<file path="src/rtl/adpll_gain_scheduler_if.sv">
// adpll_gain_scheduler_if: control bus between the ADPLL lock controller (slave) and its environment (master): start/early/loop_ovf in, gains/sel/state/locked/relock_count out
interface adpll_gain_scheduler_if;
  logic       start;
  logic       early;
  logic       loop_ovf;
  logic [1:0] sel;
  logic [4:0] plusInt;
  logic [4:0] minusInt;
  logic [4:0] plusProp;
  logic [4:0] plusPropDiff;
  logic [4:0] minusProp;
  logic [4:0] minusPropDiff;
  logic [1:0] state;
  logic       locked;
  logic [3:0] relock_count;
  modport master (
    output start, early, loop_ovf,
    input  sel, plusInt, minusInt, plusProp, plusPropDiff, minusProp, minusPropDiff,
    input  state, locked, relock_count
  );
  modport slave (
    input  start, early, loop_ovf,
    output sel, plusInt, minusInt, plusProp, plusPropDiff, minusProp, minusPropDiff,
    output state, locked, relock_count
  );
endinterface

</file>
<file path="src/rtl/adpll_gain_scheduler.sv">
// adpll_gain_scheduler: sequences PID filter gains COARSE->FINE->TRACK from early-toggle lock detection; ports clk, reset (sync, high), bus (slave: start/early/loop_ovf in; sel, int/prop gains, state, locked, relock_count out)
module adpll_gain_scheduler #(
  parameter int unsigned ACQ_CYCLES   = 16,
  parameter int unsigned LOCK_WINDOW  = 8,
  parameter int unsigned LOCK_TOGGLES = 4,
  parameter int unsigned KI_C         = 8,
  parameter int unsigned KI_F         = 4,
  parameter int unsigned KI_T         = 1,
  parameter int unsigned KP_C         = 16,
  parameter int unsigned KP_F         = 8,
  parameter int unsigned KP_T         = 2
) (
  input  logic                   clk,
  input  logic                   reset,
  adpll_gain_scheduler_if.slave  bus
);
  localparam int WW = LOCK_WINDOW > 1 ? $clog2(LOCK_WINDOW) : 1;
  localparam int TW = $clog2(LOCK_WINDOW + 1);
  localparam int AW = $clog2(ACQ_CYCLES + 1);
  typedef enum logic [1:0] {IDLE = 2'd0, COARSE = 2'd1, FINE = 2'd2, TRACK = 2'd3} state_t;
  state_t        state_q, state_d;
  logic          early_q;
  logic [WW-1:0] win_q, win_d;
  logic [TW-1:0] tog_q, tog_d, tog_sum;
  logic [AW-1:0] acq_q, acq_d, acq_inc;
  logic          bal_q, bal_d;
  logic [3:0]    relock_q, relock_d;
  logic [1:0]    sel_q, sel_d;
  logic [4:0]    ki_d, kp_d, ki_q, nki_q, kp_q, kpd_q;
  logic          locked_q;
  logic          toggle, win_end, balanced, entry;
  always_comb begin
    toggle   = bus.early ^ early_q;
    win_end  = win_q == WW'(LOCK_WINDOW - 1);
    tog_sum  = &tog_q ? tog_q : tog_q + TW'(toggle);
    balanced = 32'(tog_sum) >= LOCK_TOGGLES;
    acq_inc  = acq_q == AW'(ACQ_CYCLES) ? acq_q : acq_q + AW'(1);
    state_d  = state_q;
    bal_d    = bal_q;
    relock_d = relock_q;
    if (!bus.start) state_d = IDLE;
    else begin
      case (state_q)
        COARSE: if (win_end && balanced && 32'(acq_inc) >= ACQ_CYCLES) state_d = FINE;
        FINE: begin
          if (bus.loop_ovf) state_d = COARSE;
          else if (win_end) begin
            bal_d = balanced;
            if (balanced && bal_q) state_d = TRACK;
          end
        end
        TRACK: begin
          if (bus.loop_ovf || (win_end && !balanced)) begin
            state_d  = COARSE;
            relock_d = &relock_q ? relock_q : relock_q + 4'd1;
          end
        end
        default: state_d = COARSE;
      endcase
    end
    entry = state_d != state_q;
    bal_d = entry ? 1'b0 : bal_d;
    win_d = (entry || win_end) ? '0 : win_q + WW'(1);
    tog_d = (entry || win_end) ? '0 : tog_sum;
    acq_d = entry ? '0 : (state_q == COARSE) ? acq_inc : acq_q;
    ki_d  = state_d == COARSE ? 5'(KI_C) : state_d == FINE ? 5'(KI_F) : state_d == TRACK ? 5'(KI_T) : 5'd0;
    kp_d  = state_d == COARSE ? 5'(KP_C) : state_d == FINE ? 5'(KP_F) : state_d == TRACK ? 5'(KP_T) : 5'd0;
    sel_d = state_d == IDLE ? 2'b00 : {~bus.early, toggle};
  end
  always_ff @(posedge clk) begin
    if (reset) begin
      state_q  <= IDLE;
      early_q  <= 1'b0;
      win_q    <= '0;
      tog_q    <= '0;
      acq_q    <= '0;
      bal_q    <= 1'b0;
      relock_q <= 4'd0;
      sel_q    <= 2'b00;
      ki_q     <= 5'd0;
      nki_q    <= 5'd0;
      kp_q     <= 5'd0;
      kpd_q    <= 5'd0;
      locked_q <= 1'b0;
    end else begin
      state_q  <= state_d;
      early_q  <= bus.early;
      win_q    <= win_d;
      tog_q    <= tog_d;
      acq_q    <= acq_d;
      bal_q    <= bal_d;
      relock_q <= relock_d;
      sel_q    <= sel_d;
      ki_q     <= ki_d;
      nki_q    <= 5'd0 - ki_d;
      kp_q     <= kp_d;
      kpd_q    <= kp_d >> 1;
      locked_q <= state_d == TRACK;
    end
  end
  assign bus.state         = state_q;
  assign bus.locked        = locked_q;
  assign bus.relock_count  = relock_q;
  assign bus.sel           = sel_q;
  assign bus.plusInt       = ki_q;
  assign bus.minusInt      = nki_q;
  assign bus.plusProp      = kp_q;
  assign bus.minusProp     = kp_q;
  assign bus.plusPropDiff  = kpd_q;
  assign bus.minusPropDiff = kpd_q;
endmodule

</file>
<file path="src/flat_wrapper.sv">
// flat-port wrapper written by rule: the top's interface ports become plain ports
module adpll_gain_scheduler_flat 
#(
  parameter int unsigned ACQ_CYCLES   = 16,
  parameter int unsigned LOCK_WINDOW  = 8,
  parameter int unsigned LOCK_TOGGLES = 4,
  parameter int unsigned KI_C         = 8,
  parameter int unsigned KI_F         = 4,
  parameter int unsigned KI_T         = 1,
  parameter int unsigned KP_C         = 16,
  parameter int unsigned KP_F         = 8,
  parameter int unsigned KP_T         = 2
)
  (clk, reset, bus_start, bus_early, bus_loop_ovf, bus_sel, bus_plusInt, bus_minusInt, bus_plusProp, bus_plusPropDiff, bus_minusProp, bus_minusPropDiff, bus_state, bus_locked, bus_relock_count);
  adpll_gain_scheduler_if bus_i ();
  input  logic clk;
  input  logic reset;
  input wire logic [$bits(bus_i.start)-1:0] bus_start;
  input wire logic [$bits(bus_i.early)-1:0] bus_early;
  input wire logic [$bits(bus_i.loop_ovf)-1:0] bus_loop_ovf;
  output wire logic [$bits(bus_i.sel)-1:0] bus_sel;
  output wire logic [$bits(bus_i.plusInt)-1:0] bus_plusInt;
  output wire logic [$bits(bus_i.minusInt)-1:0] bus_minusInt;
  output wire logic [$bits(bus_i.plusProp)-1:0] bus_plusProp;
  output wire logic [$bits(bus_i.plusPropDiff)-1:0] bus_plusPropDiff;
  output wire logic [$bits(bus_i.minusProp)-1:0] bus_minusProp;
  output wire logic [$bits(bus_i.minusPropDiff)-1:0] bus_minusPropDiff;
  output wire logic [$bits(bus_i.state)-1:0] bus_state;
  output wire logic [$bits(bus_i.locked)-1:0] bus_locked;
  output wire logic [$bits(bus_i.relock_count)-1:0] bus_relock_count;
  assign bus_i.start = bus_start;
  assign bus_i.early = bus_early;
  assign bus_i.loop_ovf = bus_loop_ovf;
  assign bus_sel = bus_i.sel;
  assign bus_plusInt = bus_i.plusInt;
  assign bus_minusInt = bus_i.minusInt;
  assign bus_plusProp = bus_i.plusProp;
  assign bus_plusPropDiff = bus_i.plusPropDiff;
  assign bus_minusProp = bus_i.minusProp;
  assign bus_minusPropDiff = bus_i.minusPropDiff;
  assign bus_state = bus_i.state;
  assign bus_locked = bus_i.locked;
  assign bus_relock_count = bus_i.relock_count;
  adpll_gain_scheduler #(.ACQ_CYCLES(ACQ_CYCLES), .LOCK_WINDOW(LOCK_WINDOW), .LOCK_TOGGLES(LOCK_TOGGLES), .KI_C(KI_C), .KI_F(KI_F), .KI_T(KI_T), .KP_C(KP_C), .KP_F(KP_F), .KP_T(KP_T)) u_core (.clk(clk), .reset(reset), .bus(bus_i));
endmodule
</file>
<file path="config.mk">
export PLATFORM = sky130hd
export DESIGN_NAME = adpll_gain_scheduler_flat
export DESIGN_NICKNAME = d
export VERILOG_FILES = /design/src/rtl/adpll_gain_scheduler_if.sv /design/src/rtl/adpll_gain_scheduler.sv /design/src/flat_wrapper.sv
export SDC_FILE = /design/constraint.sdc
export NUM_CORES = 1
export LEC_CHECK = 0
export BUFFER_PORTS_ARGS = -buffer_cell sky130_fd_sc_hd__buf_2
export CAP_MARGIN = 20
export CORE_MARGIN = 10
export CORE_UTILIZATION = 35
export DETAILED_ROUTE_END_ITERATION = 10
export SLEW_MARGIN = 10
export SYNTH_ARGS = -nofsm -noshare
export SYNTH_HDL_FRONTEND = slang
export SYNTH_SLANG_ARGS = --single-unit
</file>
<file path="constraint.sdc">
create_clock -name clk -period 2 [get_ports clk]
set_input_delay 0.2 -clock clk [delete_from_list [all_inputs] [get_ports clk]]
set_output_delay 0.2 -clock clk [all_outputs]
set_load 0.05 [all_outputs]
</file>
==> flow_summary.ini <==
[grt]
grt_pass1_wl_um = 5470
gr-total-overflow = 0
globalRouteTotalUtil = 0.0914
grt_start_max_net_pins = 11
antenna_found_initial = 0
grt_pass1_vias = 1236

[worst_setup_path]
crit_fanout = 4
cp.required_ps = 2220
rr_worst_depth = 8
startpoint_type = flip-flop
end_kind = flip-flop
critical_path_class = reg2reg
arrival_ps = 2270

[layout]
syn_to_final_growth_pct = 24.1
finalNetCount = 204
drive_above_1_share = 0.383
diodes = 0
fin_area_sq_um = 1860

[timing]
hold_viol_final = 0
setup_slack_ps = -50.1
layout_min_cycle_time_ps = 2050
setup_tns_ps = -248
fin_crit_sh = 1.03
rsz0062_at_grt = true
fmax_mhz = 488
finalHoldWorstSlack_ps = 184
setup_viol_count_final = 10
report.final.slew_viol_count = 0
skew_ps = 7.15

[clocking]
clock-sinks = 29
cts_buffer_depth = 2
h-tree-depth = 2
clk_pin_slew_ps = 60
cts-root-buf = clkbuf_8
insertion_delay_ps = 280
numCtsBuffers = 5
holdBufCountCts = 0
cts_tree = done

[placement]
io_buffer_count = 33
place_hpwl_um = 2530
place_congestion = 0.731
place_area_sq_um = 1660
dp_worst_setup_slack_ps = -111

[pwr]
p_leak_nw = 0.815
p_int_w = 0.00104
pwr-share-comb = 0.119
power_frac_clock = 0.448
switching_share = 0.253
peakVddDrop_v = 0.000562
switchingPower_w = 0.000350
power_density_nw_per_um2 = 748
power_frac_seq = 0.433

[logic_synthesis]
ys_seq_area_frac = 0.388
synthArstFlopShare = 0
synth.distinct_cells = 43
yosys.cell_count.top_type = dfxtp_1
ys.flop_type = dfxtp_1
yosys.area.top_type = dfxtp_1
synth_top_area_share = 0.388
synth_edf_count = 0
synth.area.top_cells = dfxtp_1 (39%), buf_4 (12%), ha_1 (5.9%), a221oi_2 (3.0%), a21oi_1 (2.7%)
syn_area_sq_um = 1500
yosys_warnings = 0
synth-seq-cells = 29
syn_inst = 160
synth.avg_cell_area_sq_um = 9.34
netlist_top_cells_count = dfxtp_1 (29), buf_4 (24), inv_1 (9), a21oi_1 (8)

[routing]
top_layer = met4
met3_length_um = 521
route.met2.wl_um = 1290
route.antenna.remaining_nets = 0
wl_um = 3280
wl_met1_um = 1450
drc_errors = 0
vias = 1192
dr.pass1.iters = 4
vias_per_cell = 4.91
drt_iter0_drc = 49
wl_per_cell_um = 13.5

[run_status]
violations = negative setup slack
status = finished with violations

[floorplan]
dieArea_sq_um = 7290
core_sq_um = 4060
start_util = 0.368
die_x_um = 85.4
rows = 23
fp.dieH_um = 85.4
io_pins = 44

[hold_path]
holdPathStages = 2
hold_path.class = in2reg

[flow_run]
max-cap-violations = 0
[sequential cells by signal, indices dropped and copies added (netlist names), named ones only]
signal / count
u_core.acq_q: 4
u_core.bal_q: 1
u_core.early_q: 1
u_core.bus.sel: 2
u_core.tog_q: 4
u_core.bus.relock_count: 4
u_core.bus.locked: 1
u_core.bus.minusInt: 2
u_core.bus.state: 2
u_core.win_q: 3
u_core.bus.minusPropDiff: 2
u_core.bus.plusInt: 2
[worst paths after layout]
check	start	to	slack (ps)
worst max-delay path	u_core.early_q	u_core.bus.plusInt[3]	-50
worst min-delay path	reset	u_core.bus.relock_count[3]	180
worst max register to register	u_core.early_q	u_core.bus.plusInt[3]	-50
worst min register to register	u_core.win_q[0]	u_core.win_q[0]	430
[cells by family after synthesis]
| family | share of synthesized area |
|---|---|
| mux | 0.00669 |
| fa+ha+maj | 0.0586 |
| simple gates | 0.204 |
| buf+inv | 0.146 |
| flops | 0.388 |
| compound gates | 0.164 |
| other cells | 0.00251 |
| xor+xnor | 0.0293 |
[power by group through the flow]
stage / Clock, W / Combinational, W / Sequential [W]
floorplan: 0 / 0.000125 / 0.000629
global placement: 0 / 0.000158 / 0.000612
detailed placement: 0 / 0.000158 / 0.000612
CTS: 0.000638 / 0.000163 / 0.000600
global route: 0.000676 / 0.000179 / 0.000602
finish: 0.000621 / 0.000166 / 0.000600
[final cells by class]
type | count | area [sq um]
tap | 50 | 62.6
sequential | 29 | 582
timing repair buffer | 41 | 225
inverter | 9 | 33.8
clock buffer | 7 | 86.3
fill | 405 | 2200
multi-input combinational | 106 | 836
clock inverter | 1 | 30.0
[layer usage]
| metal | vias to the layer above | GRT usage |
|---|---|---|
| met5 | - | 0 |
| met1 | 532 | 0.0995 |
| met4 | 0 | 0.0269 |
| met2 | 54 | 0.135 |
| li1 | 603 | - |
| met3 | 3 | 0.0698 |
[cell usage in the layout, fill, tap and decap left out, types with 5 or more instances in the layout]
master,Yosys,final
nand2_1,5,5
buf_2,1,33
inv_1,9,9
buf_4,24,8
nand3_1,5,5
nor4_1,6,6
ha_1,7,5
dfxtp_1,29,28
clkbuf_8,0,6
nor2b_1,6,6
conb_1,1,10
nor2_1,7,6
[critical path, stage by stage, from the launching register on]
cell       delay, ps
dfxtp_2          320
xor2_2           170
ha_2             210
ha_4             170
and2_4           160
a21oi_4          180
o2111ai_2        200
a221oi_2         370
a21boi_2         210
[per-stage QoR]
step	power [W]	utilization	instances
finish	0.00139	0.457	243
floorplan	0.000754	-	169
detailed placement	0.000771	0.408	234
CTS	0.00140	0.446	243
global placement	0.000770	0.408	234
global route	0.00146	0.457	243
[what timing repair did]
item,4_1_cts,5_1_grt
pin swaps,8,6
setup endpoints to repair,12,15
buffers inserted,2,0
resized for setup,6,12
Power figures use the tool's default switching activity.
